--- config.mk ---
export PLATFORM = sky130hd
export DESIGN_NAME = boot_loader
export DESIGN_NICKNAME = d
export VERILOG_FILES = /design/src/rtl/boot_loader.sv
export SDC_FILE = /design/constraint.sdc
export NUM_CORES = 1
export LEC_CHECK = 0
export ABC_AREA = 0
export BUFFER_PORTS_ARGS = -buffer_cell sky130_fd_sc_hd__buf_2
export CAP_MARGIN = 20
export CELL_PAD_IN_SITES_DETAIL_PLACEMENT = 1
export CELL_PAD_IN_SITES_GLOBAL_PLACEMENT = 1
export CORE_ASPECT_RATIO = 0.8
export CORE_MARGIN = 2
export CORE_UTILIZATION = 33
export DETAILED_ROUTE_END_ITERATION = 16
export PLACE_DENSITY_LB_ADDON = 0.3
export SYNTH_ARGS = -nofsm -noshare
export SYNTH_HDL_FRONTEND = slang
export SYNTH_SLANG_ARGS = --single-unit
--- constraint.sdc ---
create_clock -name clk -period 4.1 [get_ports clk]
set_input_delay 0.82 -clock clk [delete_from_list [all_inputs] [get_ports clk]]
set_output_delay 0.82 -clock clk [all_outputs]
set_load 0.01 [all_outputs]
--- src/rtl/boot_loader.sv ---
// ============================================================================
// boot_loader : streams a counted, big-endian program image into instruction
//               memory one 32-bit word at a time, then releases the CPU.
// Revision    : 1.0
// ============================================================================
`default_nettype none

module boot_loader #(
    parameter int ADDR_W = 10
) (
    input  logic              clk,
    input  logic              reset,
    input  logic [7:0]        rx_data,
    input  logic              rx_valid,
    output logic              rx_ready,
    output logic              imem_we,
    output logic [ADDR_W-1:0] imem_addr,
    output logic [31:0]       imem_wdata,
    output logic              runCPU,
    output logic              busy,
    output logic              err
);

    // 33 bits so that DEPTH itself is representable for any ADDR_W <= 32
    localparam logic [32:0] c_DEPTH = 33'd1 << ADDR_W;

    typedef enum logic [3:0] {
        S_CNT_HI = 4'd0,
        S_CNT_LO = 4'd1,
        S_B0     = 4'd2,
        S_B1     = 4'd3,
        S_B2     = 4'd4,
        S_B3     = 4'd5,
        S_WRITE  = 4'd6,
        S_RUN    = 4'd7,
        S_ERR    = 4'd8
    } state_t;

    state_t             r_state;
    state_t             w_next;
    logic [7:0]         r_cnt_hi;
    logic [15:0]        r_n;
    logic [ADDR_W-1:0]  r_idx;
    logic [31:0]        r_asm;

    logic               w_accept;
    logic [15:0]        w_n_new;
    logic               w_last;

    assign w_accept = rx_valid & rx_ready;
    assign w_n_new  = {r_cnt_hi, rx_data};
    // r_n >= 1 whenever WRITE is reachable, so N-1 never underflows here
    assign w_last   = (33'(r_idx) == (33'(r_n) - 33'd1));

    always_comb begin
        w_next     = r_state;
        rx_ready   = 1'b0;
        imem_we    = 1'b0;
        runCPU     = 1'b0;
        busy       = 1'b1;
        err        = 1'b0;
        imem_addr  = r_idx;
        imem_wdata = r_asm;
        case (r_state)
            S_CNT_HI: begin
                rx_ready = 1'b1;
                if (w_accept) w_next = S_CNT_LO;
            end
            S_CNT_LO: begin
                rx_ready = 1'b1;
                if (w_accept) begin
                    if (w_n_new == 16'd0)                 w_next = S_RUN;
                    else if (33'(w_n_new) > c_DEPTH)      w_next = S_ERR;
                    else                                  w_next = S_B0;
                end
            end
            S_B0: begin
                rx_ready = 1'b1;
                if (w_accept) w_next = S_B1;
            end
            S_B1: begin
                rx_ready = 1'b1;
                if (w_accept) w_next = S_B2;
            end
            S_B2: begin
                rx_ready = 1'b1;
                if (w_accept) w_next = S_B3;
            end
            S_B3: begin
                rx_ready = 1'b1;
                if (w_accept) w_next = S_WRITE;
            end
            S_WRITE: begin
                imem_we = 1'b1;
                w_next  = w_last ? S_RUN : S_B0;
            end
            S_RUN: begin
                runCPU = 1'b1;
                busy   = 1'b0;
            end
            S_ERR: begin
                err  = 1'b1;
                busy = 1'b0;
            end
            default: w_next = S_CNT_HI;
        endcase
    end

    always_ff @(posedge clk) begin
        if (reset) begin
            r_state  <= S_CNT_HI;
            r_cnt_hi <= 8'd0;
            r_n      <= 16'd0;
            r_idx    <= '0;
            r_asm    <= 32'd0;
        end else begin
            r_state <= w_next;
            case (r_state)
                S_CNT_HI: if (w_accept) r_cnt_hi <= rx_data;
                S_CNT_LO: begin
                    if (w_accept) begin
                        r_n   <= w_n_new;
                        r_idx <= '0;
                    end
                end
                S_B0, S_B1, S_B2, S_B3: begin
                    if (w_accept) r_asm <= {r_asm[23:0], rx_data};
                end
                // Holding the index on the last word keeps N == DEPTH from wrapping
                S_WRITE: if (!w_last) r_idx <= r_idx + 1'b1;
                default: ;
            endcase
        end
    end

endmodule

`default_nettype wire

; ---- Word level (Yosys, flattened, before mapping)
; Cells that the tools add are included.
[word_totals]
reg_bits = 70
out_inout_bits = 47
wordCells = 55
[classes]
addsub = 2
order_cmp = 1
eq_ne = 16
n_mux = 18
bitwise = 2
n_reduce_logical = 11
[ops]
columns = cell, count
row1 = $eq 10x33->1, 1
row2 = $mux 4, 8
row3 = $pmux 4 s8, 1
row4 = $mux 10, 2
row5 = $pmux 10 s2, 1
row6 = $sub 16x1->17 const B, 1
row7 = $eq 4x3->1 const B, 4
row8 = $gt 16x11->1 const B, 1
row9 = $logic_not 16->1, 1
row10 = $ne 2x2->1 const B, 7
row11 = $add 10x1->10 const B, 1
row12 = $eq 4x2->1 const B, 2
row13 = $reduce_and 7->1, 1
row14 = $reduce_and 2->1, 3
row15 = $reduce_or 6->1, 1
row16 = $mux 1, 5
row17 = $eq 4x1->1 const B, 1
row18 = $eq 4x4->1 const B, 1
row19 = $logic_not 4->1, 1
row20 = $reduce_or 4->1, 1
row21 = $mux 3, 1
row22 = $reduce_and 3->1, 1
row23 = $reduce_bool 2->1, 1
row24 = $reduce_or 2->1, 1
row25 = other kinds (2), 2

; ---- Logic depth before layout (Yosys ltp)
[logic_depth]
word_depth = 6
ltp_mapped = 11
mapped_depth_nobuf = 9

; ---- Least setup slack after synthesis
; Ideal clock, no wire load.
[synth_timing]
path_type = register -> register
startpoint = register r_n[0]
endpoint = register r_idx[1] (netlist: imem_addr[1])
t_arrival_ns = 2.279
required_time_ns = 3.984
path_slack_ns = 1.705
path_stages_with_launch = 11
period_less_slack_ns = 2.395
path_cell_list = dfxtp_1 inv_1 ha_1 buf_4 or3b_1 o31a_2 a211oi_1 o22a_1 nand4_2 buf_2 a41o_1
[synth_between]
elab_chain_cells = 4
[synth_lines]
columns = item, line
row1 = "start, declared", 42  ; logic [15:0] r_n;
row2 = "start signal, assigned", 122  ; r_n <= w_n_new;
row3 = $sub 16x1->17, 53  ; assign w_last = (33'(r_idx) == (33'(r_n) - 33'd1));
row4 = $eq 10x33->1, 53
row5 = $ne 2x2->1 (no source line), -
row6 = $reduce_and 3->1 (no source line), -
row7 = "end signal, assigned", 130  ; S_WRITE: if (!w_last) r_idx <= r_idx + 1'b1;
row8 = "end, declared", 43  ; logic [ADDR_W-1:0] r_idx;
; Every way passes these cells.
; A chain may end at the register's enable or synchronous reset.

; ---- Final worst setup path
[layout_timing]
startpoint = register r_n[0]
endpoint = register r_state[0]
[layout_between]
elab_chain_cells = 4
[layout_lines]
columns = item, line
row1 = $sub 16x1->17, 53
row2 = $eq 10x33->1, 53
row3 = $mux 3, 95  ; w_next = w_last ? S_RUN : S_B0;
row4 = $pmux 4 s8, 64  ; case (r_state)
row5 = "end signal, assigned", 117  ; r_state <= w_next;
row6 = "end, declared", 39  ; state_t r_state;
; Every way passes these cells.

==> flow_metrics.env <==
export IMPL_outcome="finished, final reports clean"
export IMPL_ys_warn_count=0
export IMPL_leakage_nw=1.631
export IMPL_cts_sinks=70
export IMPL_path_cells="inv_1 -> ha_1 -> or3b_1 -> o31a_2 -> a211oi_1 -> o22a_1 -> nand4_2 -> or3_1 -> a21oi_1"
export IMPL_gp_congestion=0.8338
export IMPL_arrival_ns=3.19
export IMPL_nFillCells=1236
export IMPL_drt_antenna_violating_nets=0
export IMPL_power_internal_mw=1.299
export IMPL_required_ns=4.36
export IMPL_synth_avg_cell_area_sq_um=7.832
export IMPL_regArea_sq_mm=0.001401
export IMPL_grt_overflow_total=0
export IMPL_powerDensity_mw_per_mm2=432.7
export IMPL_first_pass_iters=4
export IMPL_initial_core_util=0.3431
export IMPL_track_usage=0.1771
export IMPL_hold_class="register to register"
export IMPL_maxCapViolCount=0
export IMPL_slowest_delay_ns=0.46
export IMPL_synth_top_cells_by_area="dfxtp_1, nand2_1, a21oi_1"
export IMPL_stdcell_count=612
export IMPL_netlist_top_cell_by_area="dfxtp_1"
export IMPL_route_detailed_wl_per_inst_um=15.19
export IMPL_power_switching_mw=0.4375
export IMPL_first_iter_violations=173
export IMPL_hpwl_mm=6.670
export IMPL_endpoint_kind="register"
export IMPL_syn_nets=441
export IMPL_grt_max_degree=58
export IMPL_grt_pass1_vias=3145
export IMPL_synthArstFlopShare=0
export IMPL_period_needed_ns=2.932
export IMPL_synth_commonest_cells="nand2_1, dfxtp_1, a21oi_1"
export IMPL_slew_viol_final=0
export IMPL_netlist_area_sq_mm=0.003352
export IMPL_synth_top_area_frac=0.4181
export IMPL_crit_path_start_kind="register"
export IMPL_hold_viol=0
export IMPL_setup_tns_final_ns=0
export IMPL_multi_input_area_sq_mm=0.001799
export IMPL_worstMarginPinSlew_ns=0.6799
export IMPL_cts_resized=0
export IMPL_synthCells=428
export IMPL_critPathSlowestCell="or3b_1"
export IMPL_place_ws_ns=1.189
export IMPL_antenna_found_initial=0
export IMPL_fmax_ghz=0.3411
export IMPL_synth_edf_count=0
export IMPL_yosysSeqAreaShare=0.4181
export IMPL_rows=32
export IMPL_drc=0
export IMPL_clkTransAtPathRegs_ns=0.06
export IMPL_seq_power_share=0.417
export IMPL_cts_root_buf="clkbuf_16"
export IMPL_dieArea_sq_mm=0.01098
export IMPL_ys_ff_latch=70
export IMPL_post_cts_setup_buffer_count=0
export IMPL_drt_total_wl_mm=9.297
export IMPL_avgViaCountPerCell=5.149
export IMPL_cts_buffers=9
export IMPL_worstSetupPathType="register to register"
export IMPL_whs_ns=0.4524
export IMPL_peakVddDrop_v=0.0002373
export IMPL_die_x_um=116.7
export IMPL_ys_flop_type="dfxtp_1"
export IMPL_pwr_share_comb=0.108
export IMPL_switching_share=0.2520
export IMPL_antenna_cells=0
export IMPL_syn2layout_area_growth_pct=19.71
export IMPL_nets=485
export IMPL_post_route_util=0.4107
export IMPL_insertion_delay_ns=0.32
export IMPL_skew_ns=0.004817
export IMPL_boundaryPins=58
export IMPL_timing_final_ws_setup_ns=1.168
export IMPL_layout_drive_gt1_share=0.1912
export IMPL_portBuffers=57
export IMPL_grt_pass1_wl_mm=15.42
export IMPL_cp_max_fo=15
export IMPL_relSlewSlack=0.5433
export IMPL_core_area_sq_mm=0.009769
export IMPL_fin_crit_sh=0.7151
export IMPL_synth_distinct_cells=56
export IMPL_rsz0062_at_grt="no"
export IMPL_ctsHoldBuffers=0
export IMPL_setup_viol=0
export IMPL_cts_tree="yes"
export IMPL_synth_most_common_cell="nand2_1"
export IMPL_die_y_um=94.15
export IMPL_clkPwrFrac=0.475
export IMPL_cts_buffer_depth=2
export IMPL_htree_num_levels=3
export IMPL_place_inst=597
export IMPL_num_vias=3151
## layout make-up
| cell class | count | share of cell area |
|---|---|---|
| clock buffers | 9 | 0.05613 |
| inverters | 4 | 0.003742 |
| repair buffers | 61 | 0.07858 |
| clock inverters | 6 | 0.02152 |
| multi-input cells | 326 | 0.4484 |
| flip-flops and latches | 70 | 0.3492 |
| well taps | 136 | 0.04241 |
## state kept, by name, indices dropped and copies added, names as in the netlist
register    cells
imem_addr      10
imem_wdata     32
r_cnt_hi        8
r_n            16
r_state         4
## layout by cell type (no fill, tap or decap), types with 8 or more instances in the layout
| cell type | netlist | routed |
|---|---|---|
| nor2_1 | 26 | 26 |
| xnor2_1 | 8 | 8 |
| mux2i_1 | 9 | 9 |
| dfxtp_1 | 70 | 70 |
| buf_2 | 1 | 57 |
| clkbuf_16 | 0 | 9 |
| nand3_1 | 8 | 8 |
| a21oi_1 | 59 | 59 |
| nor3_1 | 11 | 11 |
| nand2_1 | 117 | 117 |
## through the flow
stage / power [mW] / instance area (sq um)
2_1_floorplan: 0.8749 / 3352
3_3_place_gp: 0.9205 / 3701
3_5_place_dp: 0.9274 / 3701
4_1_cts: 1.749 / 4013
5_1_grt: 1.807 / 4013
6_report: 1.736 / 4013
## metal layers
metal  wire [um]  vias to the layer above  global-route usage
li1            -                     1568                   -
met1        4639                     1516              0.2473
met2        4214                       54              0.2794
met3         286                       13             0.02387
met4         156                        0             0.06078
met5           0                        -                   0
## path summary, 6_finish.rpt
| path | from | slack (ns) | endpoint | cells after the start |
|---|---|---|---|---|
| setup / recovery | r_n[0] | 1.17 | r_state[0] | 9 |
| hold / removal | imem_wdata[27] | 0.45 | imem_wdata[27] | 2 |
| setup reg to reg | r_n[0] | 1.17 | r_state[0] | 9 |
| hold reg to reg | imem_wdata[27] | 0.45 | imem_wdata[27] | 2 |
## worst max-delay path: cells and delay by family (launching register included)
kind | cells | cell delay [ns]
flip-flops | 1 | 0.36
AO/OA/AOI/OAI | 4 | 0.87
adder cells (fa/ha/maj) | 1 | 0.31
buffers and inverters | 1 | 0.07
AND/OR/NAND/NOR | 3 | 1.25
## power groups by stage
| stage | registers (mW) | logic [mW] | clock network, mW |
|---|---|---|---|
| after floorplan | 0.729 | 0.146 | 0 |
| after global placement | 0.737 | 0.184 | 0 |
| after detailed placement | 0.738 | 0.189 | 0 |
| after CTS | 0.723 | 0.190 | 0.836 |
| after global routing | 0.727 | 0.212 | 0.868 |
| final | 0.724 | 0.188 | 0.824 |
## kinds of logic after synthesis
logic type / count (synthesis) / share of synthesized area
compound gates: 94 / 0.1739
xor+xnor: 15 / 0.03919
buf+inv: 32 / 0.04516
fa+ha+maj: 2 / 0.007464
flops: 70 / 0.4181
mux: 10 / 0.03024
simple gates: 205 / 0.2859
Note: power is estimated with default switching activity, not from simulation.
